## src/rtl/usbfs_endp_tx_pkt.sv

```systemverilog
// -----------------------------------------------------------------------------
// usbfs_endp_tx_pkt
//
// Device-to-host bulk IN endpoint packetiser. Bytes from a valid/ready stream
// are packed into a fill buffer. Complete packets are handed to usbfsTxn's et*
// port through a separate held (presented) buffer. Because the held buffer is
// separate, one packet can be presented while the next one fills. A partial
// packet is sent when the stream has been idle for FLUSH_CYCLES cycles, or
// when i_flush is pulsed.
//
// Parameters
//   MAX_PKT       wMaxPacketSize in bytes (8, 16, 32 or 64).
//   FLUSH_CYCLES  idle cycles before a partial packet is sent (>= 1).
//
// Ports
//   i_clk            48 MHz clock, the single clock domain.
//   i_rst            synchronous active-high reset.
//   o_ready          byte-stream ready.
//   i_valid          byte-stream valid.
//   i_data           byte-stream data.
//   i_flush          pulse: send the partial packet now.
//   o_etStall        endpoint stall, tied to 0.
//   i_etReady        usbfsTxn has taken the presented packet.
//   o_etValid        a packet is presented.
//   o_etData         packet bytes; byte k sits at [8k+:8], unused bytes are 0.
//   o_etData_nBytes  packet length, 0..MAX_PKT.
//
// Optional feature (macro USBFS_TX_ZLP_EN)
//   When defined, a full-size packet that the host accepts arms a
//   zero-length packet (ZLP). The ZLP is sent if the fill buffer then stays
//   empty until the idle timeout, or if i_flush arrives first. The ZLP
//   terminates the host transfer.
// -----------------------------------------------------------------------------
module usbfs_endp_tx_pkt #(
   parameter int MAX_PKT      = 8,
   parameter int FLUSH_CYCLES = 48000
) (
   input  logic                       i_clk,
   input  logic                       i_rst,
   output logic                       o_ready,
   input  logic                       i_valid,
   input  logic [7:0]                 i_data,
   input  logic                       i_flush,
   output logic                       o_etStall,
   input  logic                       i_etReady,
   output logic                       o_etValid,
   output logic [8*MAX_PKT-1:0]       o_etData,
   output logic [$clog2(MAX_PKT):0]   o_etData_nBytes
);

   localparam int CW = $clog2(MAX_PKT) + 1;        // count width, holds MAX_PKT
   localparam int AW = $clog2(MAX_PKT);            // fill buffer address width
   localparam int TW = $clog2(FLUSH_CYCLES + 1);   // timer width, holds FLUSH_CYCLES

   localparam logic [CW-1:0] FULL_CNT = CW'(MAX_PKT);
   localparam logic [TW-1:0] TMR_MAX  = TW'(FLUSH_CYCLES);

   // Fill buffer and stream-side state
   logic [7:0]           fill_q [MAX_PKT];
   logic [CW-1:0]        count_q, count_d;
   logic [TW-1:0]        timer_q, timer_d;

   // Held (presented) buffer
   logic                 valid_q;
   logic [8*MAX_PKT-1:0] data_q;
   logic [CW-1:0]        nbytes_q;

   // Decode
   logic                 accept;
   logic                 held_free;
   logic                 taken;
   logic                 expired;
   logic                 trig;
   logic                 zlp_run;
   logic                 zlp_trig;
   logic                 swap;
   logic [AW-1:0]        wr_idx;
   logic [8*MAX_PKT-1:0] pkt_d;

   assign o_ready   = !i_rst && (count_q < FULL_CNT);
   assign accept    = i_valid && o_ready;
   assign held_free = !valid_q || i_etReady;
   assign taken     = valid_q && i_etReady;
   assign expired   = (timer_q == TMR_MAX);

   assign trig = (count_q == FULL_CNT)
              || (expired && (count_q != '0))
              || (i_flush && (count_q != '0));

`ifdef USBFS_TX_ZLP_EN
   logic last_full_q;

   // A ZLP is armed only while nothing is filling and nothing is presented.
   assign zlp_run  = last_full_q && (count_q == '0) && !valid_q;
   assign zlp_trig = zlp_run && (expired || i_flush);

   always_ff @(posedge i_clk) begin
      if (i_rst) begin
         last_full_q <= 1'b0;
      end else if (taken) begin
         last_full_q <= (nbytes_q == FULL_CNT);
      end
   end
`else
   assign zlp_run  = 1'b0;
   assign zlp_trig = 1'b0;
`endif

   assign swap = held_free && (trig || zlp_trig);

   // A byte accepted on the swap cycle starts the freshly emptied buffer.
   assign wr_idx = swap ? '0 : count_q[AW-1:0];

   always_comb begin
      // NOTE: every combinational output gets a default first, so no path
      // through the block can leave a value unassigned and infer a latch.
      count_d = count_q;
      timer_d = timer_q;

      if (swap) begin
         count_d = accept ? CW'(1) : '0;
      end else if (accept) begin
         count_d = count_q + CW'(1);
      end

      // The timer saturates rather than wraps, so a held-off timeout stays
      // pending until the held buffer frees up.
      if (swap || accept) begin
         timer_d = '0;
      end else if (((count_q != '0) || zlp_run) && !expired) begin
         timer_d = timer_q + TW'(1);
      end
   end

   // Mask the stale bytes above count. The held packet then shows zeros in
   // its unused bytes, and a ZLP is all zeros.
   always_comb begin
      pkt_d = '0;
      for (int k = 0; k < MAX_PKT; k++) begin
         if (CW'(k) < count_q) begin
            pkt_d[8*k +: 8] = fill_q[k];
         end
      end
   end

   // NOTE: the fill buffer has no reset. Bytes at or above count are never
   // presented, so clearing count alone discards a partial packet.
   always_ff @(posedge i_clk) begin
      if (accept) begin
         fill_q[wr_idx] <= i_data;
      end
   end

   // NOTE: all state updates are non-blocking, so every register sees the
   // previous cycle's values regardless of statement order.
   always_ff @(posedge i_clk) begin
      if (i_rst) begin
         count_q  <= '0;
         timer_q  <= '0;
         valid_q  <= 1'b0;
         data_q   <= '0;
         nbytes_q <= '0;
      end else begin
         count_q <= count_d;
         timer_q <= timer_d;
         if (swap) begin
            valid_q  <= 1'b1;
            data_q   <= pkt_d;
            nbytes_q <= count_q;
         end else if (taken) begin
            valid_q  <= 1'b0;
         end
      end
   end

   assign o_etStall       = 1'b0;
   assign o_etValid       = valid_q;
   assign o_etData        = data_q;
   assign o_etData_nBytes = nbytes_q;

endmodule
```

## config.mk

```make
export PLATFORM = sky130hd
export DESIGN_NAME = usbfs_endp_tx_pkt
export DESIGN_NICKNAME = d
export VERILOG_FILES = /design/src/rtl/usbfs_endp_tx_pkt.sv
export SDC_FILE = /design/constraint.sdc
export NUM_CORES = 1
export LEC_CHECK = 0
export ABC_AREA = 1
export CAP_MARGIN = 20
export CORE_MARGIN = 4
export CORE_UTILIZATION = 50
export CTS_BUF_LIST = sky130_fd_sc_hd__clkbuf_8
export CTS_CLUSTER_DIAMETER = 40
export DETAILED_ROUTE_END_ITERATION = 6
export PLACE_DENSITY = 0.73
export SYNTH_ARGS = -nofsm -noshare
export SYNTH_HDL_FRONTEND = slang
export SYNTH_SLANG_ARGS = --single-unit
```

## constraint.sdc

```tcl
create_clock -name i_clk -period 2.6 [get_ports i_clk]
set_input_delay 0.78 -clock i_clk [delete_from_list [all_inputs] [get_ports i_clk]]
set_output_delay 0.78 -clock i_clk [all_outputs]
set_load 0.02 [all_outputs]
```

==> results of run 1 <==
cell usage after synthesis, types with 2 or more instances:
cell type  number
buf_6           6
o21ai_1        11
ha_1            4
a21oi_1         9
buf_2           4
buf_12          2
edfxtp_1       64
clkbuf_1       10
dfxtp_1        89
nand3_1        69
o21ai_0        33
nor3_1          5
inv_2           7
xnor2_1         5
buf_4           2
nand2_4        22
o21ai_2        20
a21oi_2         7
nor2_1         55
inv_1          25
nand2_1       105
nor2_2          2
xor2_1          6
nand4_1         4
how the worst max path moves through the flow:
stage                     start           end  slack, ns
after global routing      i_rst       o_ready       0.05
after floorplan           i_rst  fill_q[3][0]       0.21
final                     i_rst       o_ready       0.12
after global placement    i_rst       o_ready      -0.15
after detailed placement  i_rst       o_ready      -0.15
after CTS                 i_rst       o_ready       0.12
registers in the layout, indices dropped and copies added (netlist names):
| register | flops |
|---|---|
| timer_q | 16 |
| fill_q | 64 |
| o_etValid | 1 |
| count_q | 4 |
| o_etData_nBytes | 4 |
| o_etData | 64 |
metrics by stage:
step	setup TNS [ns]	std cells	hold slack [ns]	total power, mW	instance area [µm²]
global route	0	821	0.4840	4.905	7348
CTS	0	821	0.4648	4.778	7348
floorplan	0	572	0.4391	2.769	5962
global placement	-0.1527	789	0.4382	2.856	6917
finish	0	821	0.4599	4.743	7348
detailed placement	-0.1530	789	0.4459	2.862	6917
repair_timing:
action / 4_1_cts / 5_1_grt
resized for setup: 1 / 0
endpoints found under the setup margin: 1 / 0
setup buffers: 0 / 0
power by group:
part / total, mW / internal, mW / leakage (nW) / switching [mW]
clock network: 1.94 / 1.05 / 0.217 / 0.891
logic: 0.266 / 0.0831 / 1.20 / 0.183
registers: 2.54 / 2.52 / 1.30 / 0.0147
cell type report:
type / count / share of cell area [%]
Sequential cell: 153 / 50.40
Multi-Input combinational cell: 362 / 26.58
Timing Repair Buffer: 99 / 13.06
Clock buffer: 17 / 3.184
Clock inverter: 15 / 2.707
Tap cell: 143 / 2.435
Inverter: 32 / 1.635
cell families after synthesis:
logic type | Yosys count | synth area share (%)
xor+xnor | 11 | 1.616
buf+inv | 57 | 5.121
other cells | 1 | 0.06290
compound gates | 80 | 8.416
fa+ha+maj | 4 | 0.8395
simple gates | 266 | 21.83
flops | 153 | 62.12
layer usage:
metal  global-route usage, %  vias up  part of all wire [%]
met5                       0        -                     0
met4                   5.505        0                   1.2
met3                   5.450       14                   6.3
met2                   31.90      128                    49
met1                   25.56     1968                    44
li1                        -     2100                     -
worst min-delay path, cell delays in order, from the launching register on:
cell	delay [ns]
dfxtp_1	0.32
nand2_1	0.06
nand2_1	0.05
==> impl_metrics.tcl, run 1 <==
set metrics [dict create \
    status "complete, no violations" \
    clock_path_buffers 2 \
    synth.yosys.warnings 0 \
    slew_headroom_pct 58.78 \
    synth_cell_types 30 \
    syn_nets 589 \
    grt_max_degree 33 \
    start_util_pct 51.55 \
    core_area_um2 11560 \
    preCtsSetupSlack_ns -0.1530 \
    cts_hold_buf 0 \
    vdd_drop_max_mv 0.3676 \
    dp_hpwl_um 8668 \
    vias 4210 \
    critPathTopFamily "buffers and inverters" \
    finalCritPeriodShare_pct 95.22 \
    tightest_slew_ns 0.6142 \
    ys_ff_latch 153 \
    htreeDepth 4 \
    setup_ws_ns 0.1243 \
    cp-end-kind "output port" \
    die_w_um 117.2 \
    r2r_end "fill_q[0][5]" \
    syn_to_final_growth_pct 23.25 \
    cts_sinks 153 \
    rr_worst_depth 10 \
    min_from "o_etData[63]" \
    min_path_cells 2 \
    crit_cells 3 \
    numCtsBuffers 17 \
    synthArstFlopShare_pct 0 \
    crit_type "primary input to output port" \
    reg2reg_slack_ns 0.48 \
    multi_input_area_um2 1953 \
    ys.flop_type "dfxtp_1" \
    hp-class "register to register" \
    ys_seq_area_share_pct 62.12 \
    seqCellArea_um2 3704 \
    fin_nets 682 \
    drcViolationCount 0 \
    cp_cell_sequence "clkdlybuf4s50_1 -> nor2_1 -> dlygate4sd2_1" \
    synth_cells 572 \
    slew_viol_final 0 \
    synth_area_um2 5962 \
    p_leak_nw 2.718 \
    drt_wl_total_um 12560 \
    antenna_cells 0 \
    syn_area_per_cell_um2 10.42 \
    fmax_ghz 0.4039 \
    cap_violations 0 \
    final_util_pct 63.54 \
    yosysTopAreaCell "edfxtp_1" \
    finalHoldViolations 0 \
    clk_pin_slew_worst_paths_ns 0.08 \
    port_buffers 82 \
    required_ns 1.82 \
    finClkSkew_ns 0.01100 \
    tritoncts "yes" \
    rsz0062_at_grt "no" \
    drt_iter0_drc 308 \
    die_area_um2 13730 \
    slowest_delay_ns 0.44 \
    ant_nets 0 \
    design.portCount 84 \
    regToRegStartpoint "count_q[1]" \
    cp.arrival_ns 1.70 \
    gp_congestion 0.8996 \
    synth_top_area_share_pct 32.24 \
    power_density_nw_per_um2 645.5 \
    hold_path_end "o_etData[63]" \
    fillers 901 \
    rows 39 \
    first_global_vias 4178 \
    grt-ovfl-total 0 \
    crit_fanout 2 \
    wl_per_cell_um 15.30 \
    slowest_stage "clkdlybuf4s50_1" \
    setup_violations 0 \
    vias_per_cell 5.128 \
    firstDrtPassIters 5 \
    clock-root-buffer "clkbuf_8" \
    clk_latency_ns 0.44 \
    grt_pass1_wl_um 20510 \
    drive_gt1_share_pct 15.93 \
    final_common_cell "nand2_1" \
    critPathBufInv 2 \
    synth_area_leaders "edfxtp_1 32%, dfxtp_1 30%, nand2_1 6.6%" \
    antenna_found_initial 0 \
    die_h_um 117.2 \
    layout_common_cells "105 x nand2_1, 89 x dfxtp_1, 81 x clkdlybuf4s50_1" \
    synth_edf_count 64 \
    min_period_ns 2.476 \
    critPathLaunchType "primary input" \
    grt_use_total_pct 19.51 \
]
Power figures use the tool's default switching activity.
==> run 2, diff against run 1 <==
--- a/config.mk
+++ b/config.mk
@@ -13,5 +13,5 @@
 export CTS_CLUSTER_DIAMETER = 40
 export DETAILED_ROUTE_END_ITERATION = 6
-export PLACE_DENSITY = 0.73
+export PLACE_DENSITY = 0.76
 export SYNTH_ARGS = -nofsm -noshare
 export SYNTH_HDL_FRONTEND = slang
==> constraint.sdc (replaced) <==
create_clock -name i_clk -period 2 [get_ports i_clk]
set_input_delay 0.4 -clock i_clk [delete_from_list [all_inputs] [get_ports i_clk]]
set_output_delay 0.4 -clock i_clk [all_outputs]
set_load 0.02 [all_outputs]
==> run 2 against run 1 <==
Compared with the run above: flip-flop and latch count is the same; via count grew 6.3%; setup slack lost 0.034 ns; count of clock-buffer cells in the layout is the same; critical path type is now register to register; first-iteration DRC count grew 2.9%; final area grew 3.8%.
==> impl_metrics.tcl, run 2 (synthesized netlist as in run 1, its figures left out) <==
set metrics [dict create \
    fin_tns_setup_ns 0 \
    rows 39 \
    regToRegStartpoint "count_q[0]" \
    drcViolationCount 0 \
    p_leak_nw 2.852 \
    critPathBufInv 5 \
    numCtsBuffers 17 \
    final_util_pct 65.94 \
    cp_cell_sequence "inv_1 -> ha_1 -> nand2_2 -> nand3_2 -> nand3_4 -> nand2_4 -> buf_6 -> nand2_4 -> inv_4 -> buf_12 -> buf_4 -> nand2_4 -> o21ai_2" \
    drt_iter0_drc 317 \
    syn_to_final_growth_pct 27.91 \
    power_density_nw_per_um2 762.2 \
    first_global_vias 4339 \
    start_util_pct 51.55 \
    fmax_ghz 0.5235 \
    clock_path_buffers 2 \
    wl_met3_um 761 \
    seqCellArea_um2 3704 \
    tightest_slew_ns 0.5554 \
    setup_ws_ns 0.08988 \
    cp.arrival_ns 2.24 \
    layout_common_cells "101 x nand2_1, 89 x dfxtp_1, 81 x clkdlybuf4s50_1" \
    hold_path_end "o_etData_nBytes[3]" \
    ant_nets 0 \
    cp-end-kind "register" \
    design.portCount 84 \
    min_path_cells 2 \
    rr_worst_depth 13 \
    vdd_drop_max_mv 0.4487 \
    vias_per_cell 5.283 \
    antenna_cells 0 \
    grt_max_degree 34 \
    grt_use_total_pct 20.53 \
    setup_violations 0 \
    slowest_delay_ns 0.34 \
    hp-class "register to register" \
    crit_fanout 12 \
    clk_pin_slew_worst_paths_ns 0.08 \
    drt_wl_total_um 13660 \
    die_area_um2 13730 \
    fin_nets 708 \
    crit_top_cell "nand2_4" \
    finalHoldViolations 0 \
    gp_congestion 0.9024 \
    slew_headroom_pct 62.73 \
    min_period_ns 1.910 \
    reg2reg_slack_ns 0.09 \
    firstDrtPassIters 5 \
    multi_input_area_um2 2026 \
    finClkSkew_ns 0.01582 \
    wl_met1_um 5680 \
    die_h_um 117.2 \
    fillers 917 \
    final_common_cell "nand2_1" \
    wl_met2_um 6891 \
    antenna_found_initial 0 \
    drive_gt1_share_pct 21.31 \
    highest_layer "met4" \
    finalCritPeriodShare_pct 95.51 \
    clock-root-buffer "clkbuf_8" \
    critPathTopFamily "buffers and inverters" \
    min_from "o_etData_nBytes[3]" \
    grt_pass1_wl_um 21380 \
    grt-ovfl-total 0 \
    die_w_um 117.2 \
    slowest_stage "dfxtp_1" \
    core_area_um2 11560 \
    port_buffers 82 \
    rsz0062_at_grt "no" \
    cts_sinks 153 \
    r2r_end "o_etData[44]" \
    vias 4475 \
    critPathLaunchType "register" \
    htreeDepth 4 \
    tritoncts "yes" \
    clk_latency_ns 0.45 \
    preCtsSetupSlack_ns -0.09782 \
    dp_hpwl_um 9353 \
    status "complete, no violations" \
    cts_hold_buf 0 \
    crit_type "register to register" \
    wl_per_cell_um 16.13 \
    slew_viol_final 0 \
    required_ns 2.33 \
    cap_violations 0 \
]
==> run 2: metal layers <==
metal	vias up	global-route usage [%]
li1	2159	-
met1	2127	26.02
met2	163	33.60
met3	26	5.039
met4	0	8.792
met5	-	0
==> run 2: report_power, final <==
group / internal (mW) / switching, mW / leakage, nW
clock: 0.963 / 1.11 / 0.195
combinational: 0.168 / 0.274 / 1.36
sequential: 3.28 / 0.0160 / 1.30
==> run 2: how the worst max path moves through the flow <==
stage	startpoint	to	slack [ns]	cells after the start
floorplan	timer_q[0]	fill_q[6][0]	-0.13	11
global placement	i_rst	fill_q[5][5]	-0.04	6
detailed placement	i_rst	fill_q[3][3]	-0.1	6
CTS	count_q[0]	fill_q[1][1]	0.03	9
global route	timer_q[13]	fill_q[0][3]	0.005	12
finish	count_q[0]	o_etData[44]	0.09	13
==> run 2: timing repair <==
action	CTS	global route
setup endpoints to repair	18	110
setup buffers	0	8
gates resized for setup	2	17
gates cloned	0	3
pin swaps	0	3
==> run 2: cell type report <==
type                            instances  area share, %
Clock buffer                           17          3.068
Clock inverter                         15          1.493
Inverter                               32          1.608
Multi-Input combinational cell        364          26.56
Sequential cell                       153          48.56
Tap cell                              143          2.346
Timing Repair Buffer                  123          16.36
==> run 2: tightest hold or removal path, delay by kind of cell (launching register included) <==
kind             cells  cell delay (ns)
DFF                  1             0.32
and+or+nand+nor      2             0.10
==> run 2: metrics by stage <==
| step | instances | area, µm² | hold slack [ns] | power [mW] |
|---|---|---|---|---|
| 2_1_floorplan | 572 | 5987 | 0.4391 | 3.602 |
| 3_3_place_gp | 804 | 7092 | 0.4410 | 3.744 |
| 3_5_place_dp | 804 | 7092 | 0.4437 | 3.754 |
| 4_1_cts | 836 | 7441 | 0.4621 | 5.812 |
| 5_1_grt | 847 | 7626 | 0.4808 | 6.030 |
| 6_report | 847 | 7626 | 0.4588 | 5.813 |
==> run 3, diff against run 2 <==
- SETUP_SLACK_MARGIN: unset -> 0.1
==> run 3 against run 2 <==
Compared with the run above: global-route usage rose by 0.23 points; largest power group unchanged; critical path type unchanged; setup slack gained 0.046 ns; sequential power hardly changed; first-iteration DRC count fell by 3.5%; final area grew 1.5%.
==> impl_metrics.tcl, run 3 (synthesized netlist as in run 1, its figures left out) <==
set metrics [dict create \
    wl_per_cell_um 16.68 \
    p_leak_nw 3.196 \
    cp-end-kind "register" \
    final_cells 842 \
    place_area_um2 7074 \
    clock-root-buffer "clkbuf_8" \
    drcViolationCount 0 \
    combPwrFrac_pct 7.0 \
    cellInternalPower_mw 4.779 \
    dp_hpwl_um 9281 \
    switching_share_pct 23.16 \
    slew_headroom_pct 62.76 \
    ant_nets 0 \
    slowest_delay_ns 0.33 \
    fin_nets 703 \
    crit_top_cell "nand3_2" \
    status "complete, no violations" \
    power_density_nw_per_um2 803.3 \
    gp_congestion 0.9153 \
    drt_iter0_drc 306 \
    clk_pin_slew_worst_paths_ns 0.08 \
    layout_common_cells "102 x nand2_1, 82 x dfxtp_1, 65 x nand3_1" \
    rsz0062_at_grt "yes" \
    hp-class "register to register" \
    fmax_ghz 0.5365 \
    core_area_um2 11560 \
    die_w_um 117.2 \
    design_area_um2 7741 \
    cap_violations 0 \
    cp.arrival_ns 2.00 \
    tritoncts "yes" \
    first_global_vias 4319 \
    finClkSkew_ns 0.01176 \
    setup_violations 0 \
    slew_viol_final 0 \
    vias_per_cell 5.266 \
    finalHoldViolations 0 \
    p_seq_share_pct 53.1 \
    critPathLaunchType "register" \
    firstDrtPassIters 5 \
    crit_type "register to register" \
    crit_fanout 8 \
    slowest_stage "dfxtp_2" \
    grt_use_total_pct 20.76 \
    grt_max_degree 29 \
    drive_gt1_share_pct 22.46 \
    start_util_pct 51.55 \
    clk_latency_ns 0.45 \
    grt_pass1_wl_um 21710 \
    rr_worst_depth 10 \
    vias 4434 \
    finalCritPeriodShare_pct 93.19 \
    min_period_ns 1.864 \
    antenna_cells 0 \
    final_common_cell "nand2_1" \
    die_h_um 117.2 \
    grt-ovfl-total 0 \
    vdd_drop_max_mv 0.4988 \
    syn_to_final_growth_pct 29.84 \
    min_path_cells 2 \
    cp_cell_sequence "inv_2 -> ha_4 -> nand3_2 -> nor2_2 -> nand3_2 -> nand3_2 -> nand2_4 -> nand2_2 -> nand2_4 -> nor2_4" \
    drt_wl_total_um 14050 \
    die_area_um2 13730 \
    port_buffers 82 \
    numCtsBuffers 17 \
    antenna_found_initial 0 \
    cts_sinks 153 \
    pwr-share-clk_pct 39.9 \
    finalPower_mw 6.219 \
    rows 39 \
    place_inst 800 \
    clock_path_buffers 2 \
    tightest_slew_ns 0.5548 \
    required_ns 2.13 \
    switchingPower_mw 1.440 \
    htreeDepth 4 \
    design.portCount 84 \
    final_util_pct 66.94 \
]
## run 3: changes by cell type in the layout (fill, tap and decap cells not counted), moves of 3 or more
cell and delta:
clkdlybuf4s50_1 -19, dlymetal6s2s_1 +18, dfxtp_1 -7, dfxtp_2 +7
buf_12 -5, nor2_2 -5, nor2_4 +5, buf_6 -3
bufinv_16 +3, clkinv_2 -3, nand3_1 -3
## run 3: per-stage QoR
stage          worst slack (ns)  hold slack, ns  setup TNS, ns
2_1_floorplan            0.1035          0.4391              0
3_3_place_gp           -0.03932          0.4361        -0.5973
3_5_place_dp           -0.09017          0.4487         -2.348
4_1_cts                 0.09966          0.4610              0
5_1_grt                 0.03129          0.4830              0
6_report                 0.1361          0.4525              0
## run 3: layout make-up
type,instances,area [µm²]
sequential,153,3712
fill,854,3824
clock buffer,17,234.0
tap,143,178.9
multi-input combinational,364,2106
inverter,32,127.6
timing repair buffer,118,1197
clock inverter,15,185.2
## run 3: path summary, 6_finish.rpt
kind | startpoint | to | slack (ns)
hold / removal | o_etData[63] | o_etData[63] | 0.45
setup / recovery | timer_q[0] | fill_q[0][0] | 0.14
hold reg to reg | o_etData[63] | o_etData[63] | 0.45
setup reg to reg | timer_q[0] | fill_q[0][0] | 0.14
## run 3: power groups by stage
stage               Clock, mW  Sequential, mW  Combinational, mW
finish                   2.48            3.30              0.434
global route             2.66            3.30              0.464
CTS                      2.50            3.30              0.394
detailed placement          0            3.37              0.382
global placement            0            3.37              0.374
floorplan                   0            3.39              0.220
## run 3: repair_timing
action                     CTS  global route
gates resized for setup     12            35
hold endpoints to repair     0             0
setup endpoints to repair   71           159
pin swaps                    6            11
hold buffers                 0             0
gates cloned                 0             4
setup buffers                3             3
## run 3: critical path, delay by kind of cell, from the launching register on
family	cells	cell delay, ns
DFF	1	0.33
buffers and inverters	1	0.07
adders and majority gates	1	0.13
and+or+nand+nor	8	1.01
## run 3: routing by layer
| metal | wire length (µm) | global-route usage, % | vias up |
|---|---|---|---|
| li1 | - | - | 2151 |
| met1 | 5797 | 26.60 | 2071 |
| met2 | 7033 | 34.20 | 185 |
| met3 | 968 | 5.039 | 27 |
| met4 | 246 | 7.875 | 0 |
| met5 | 0 | 0 | - |
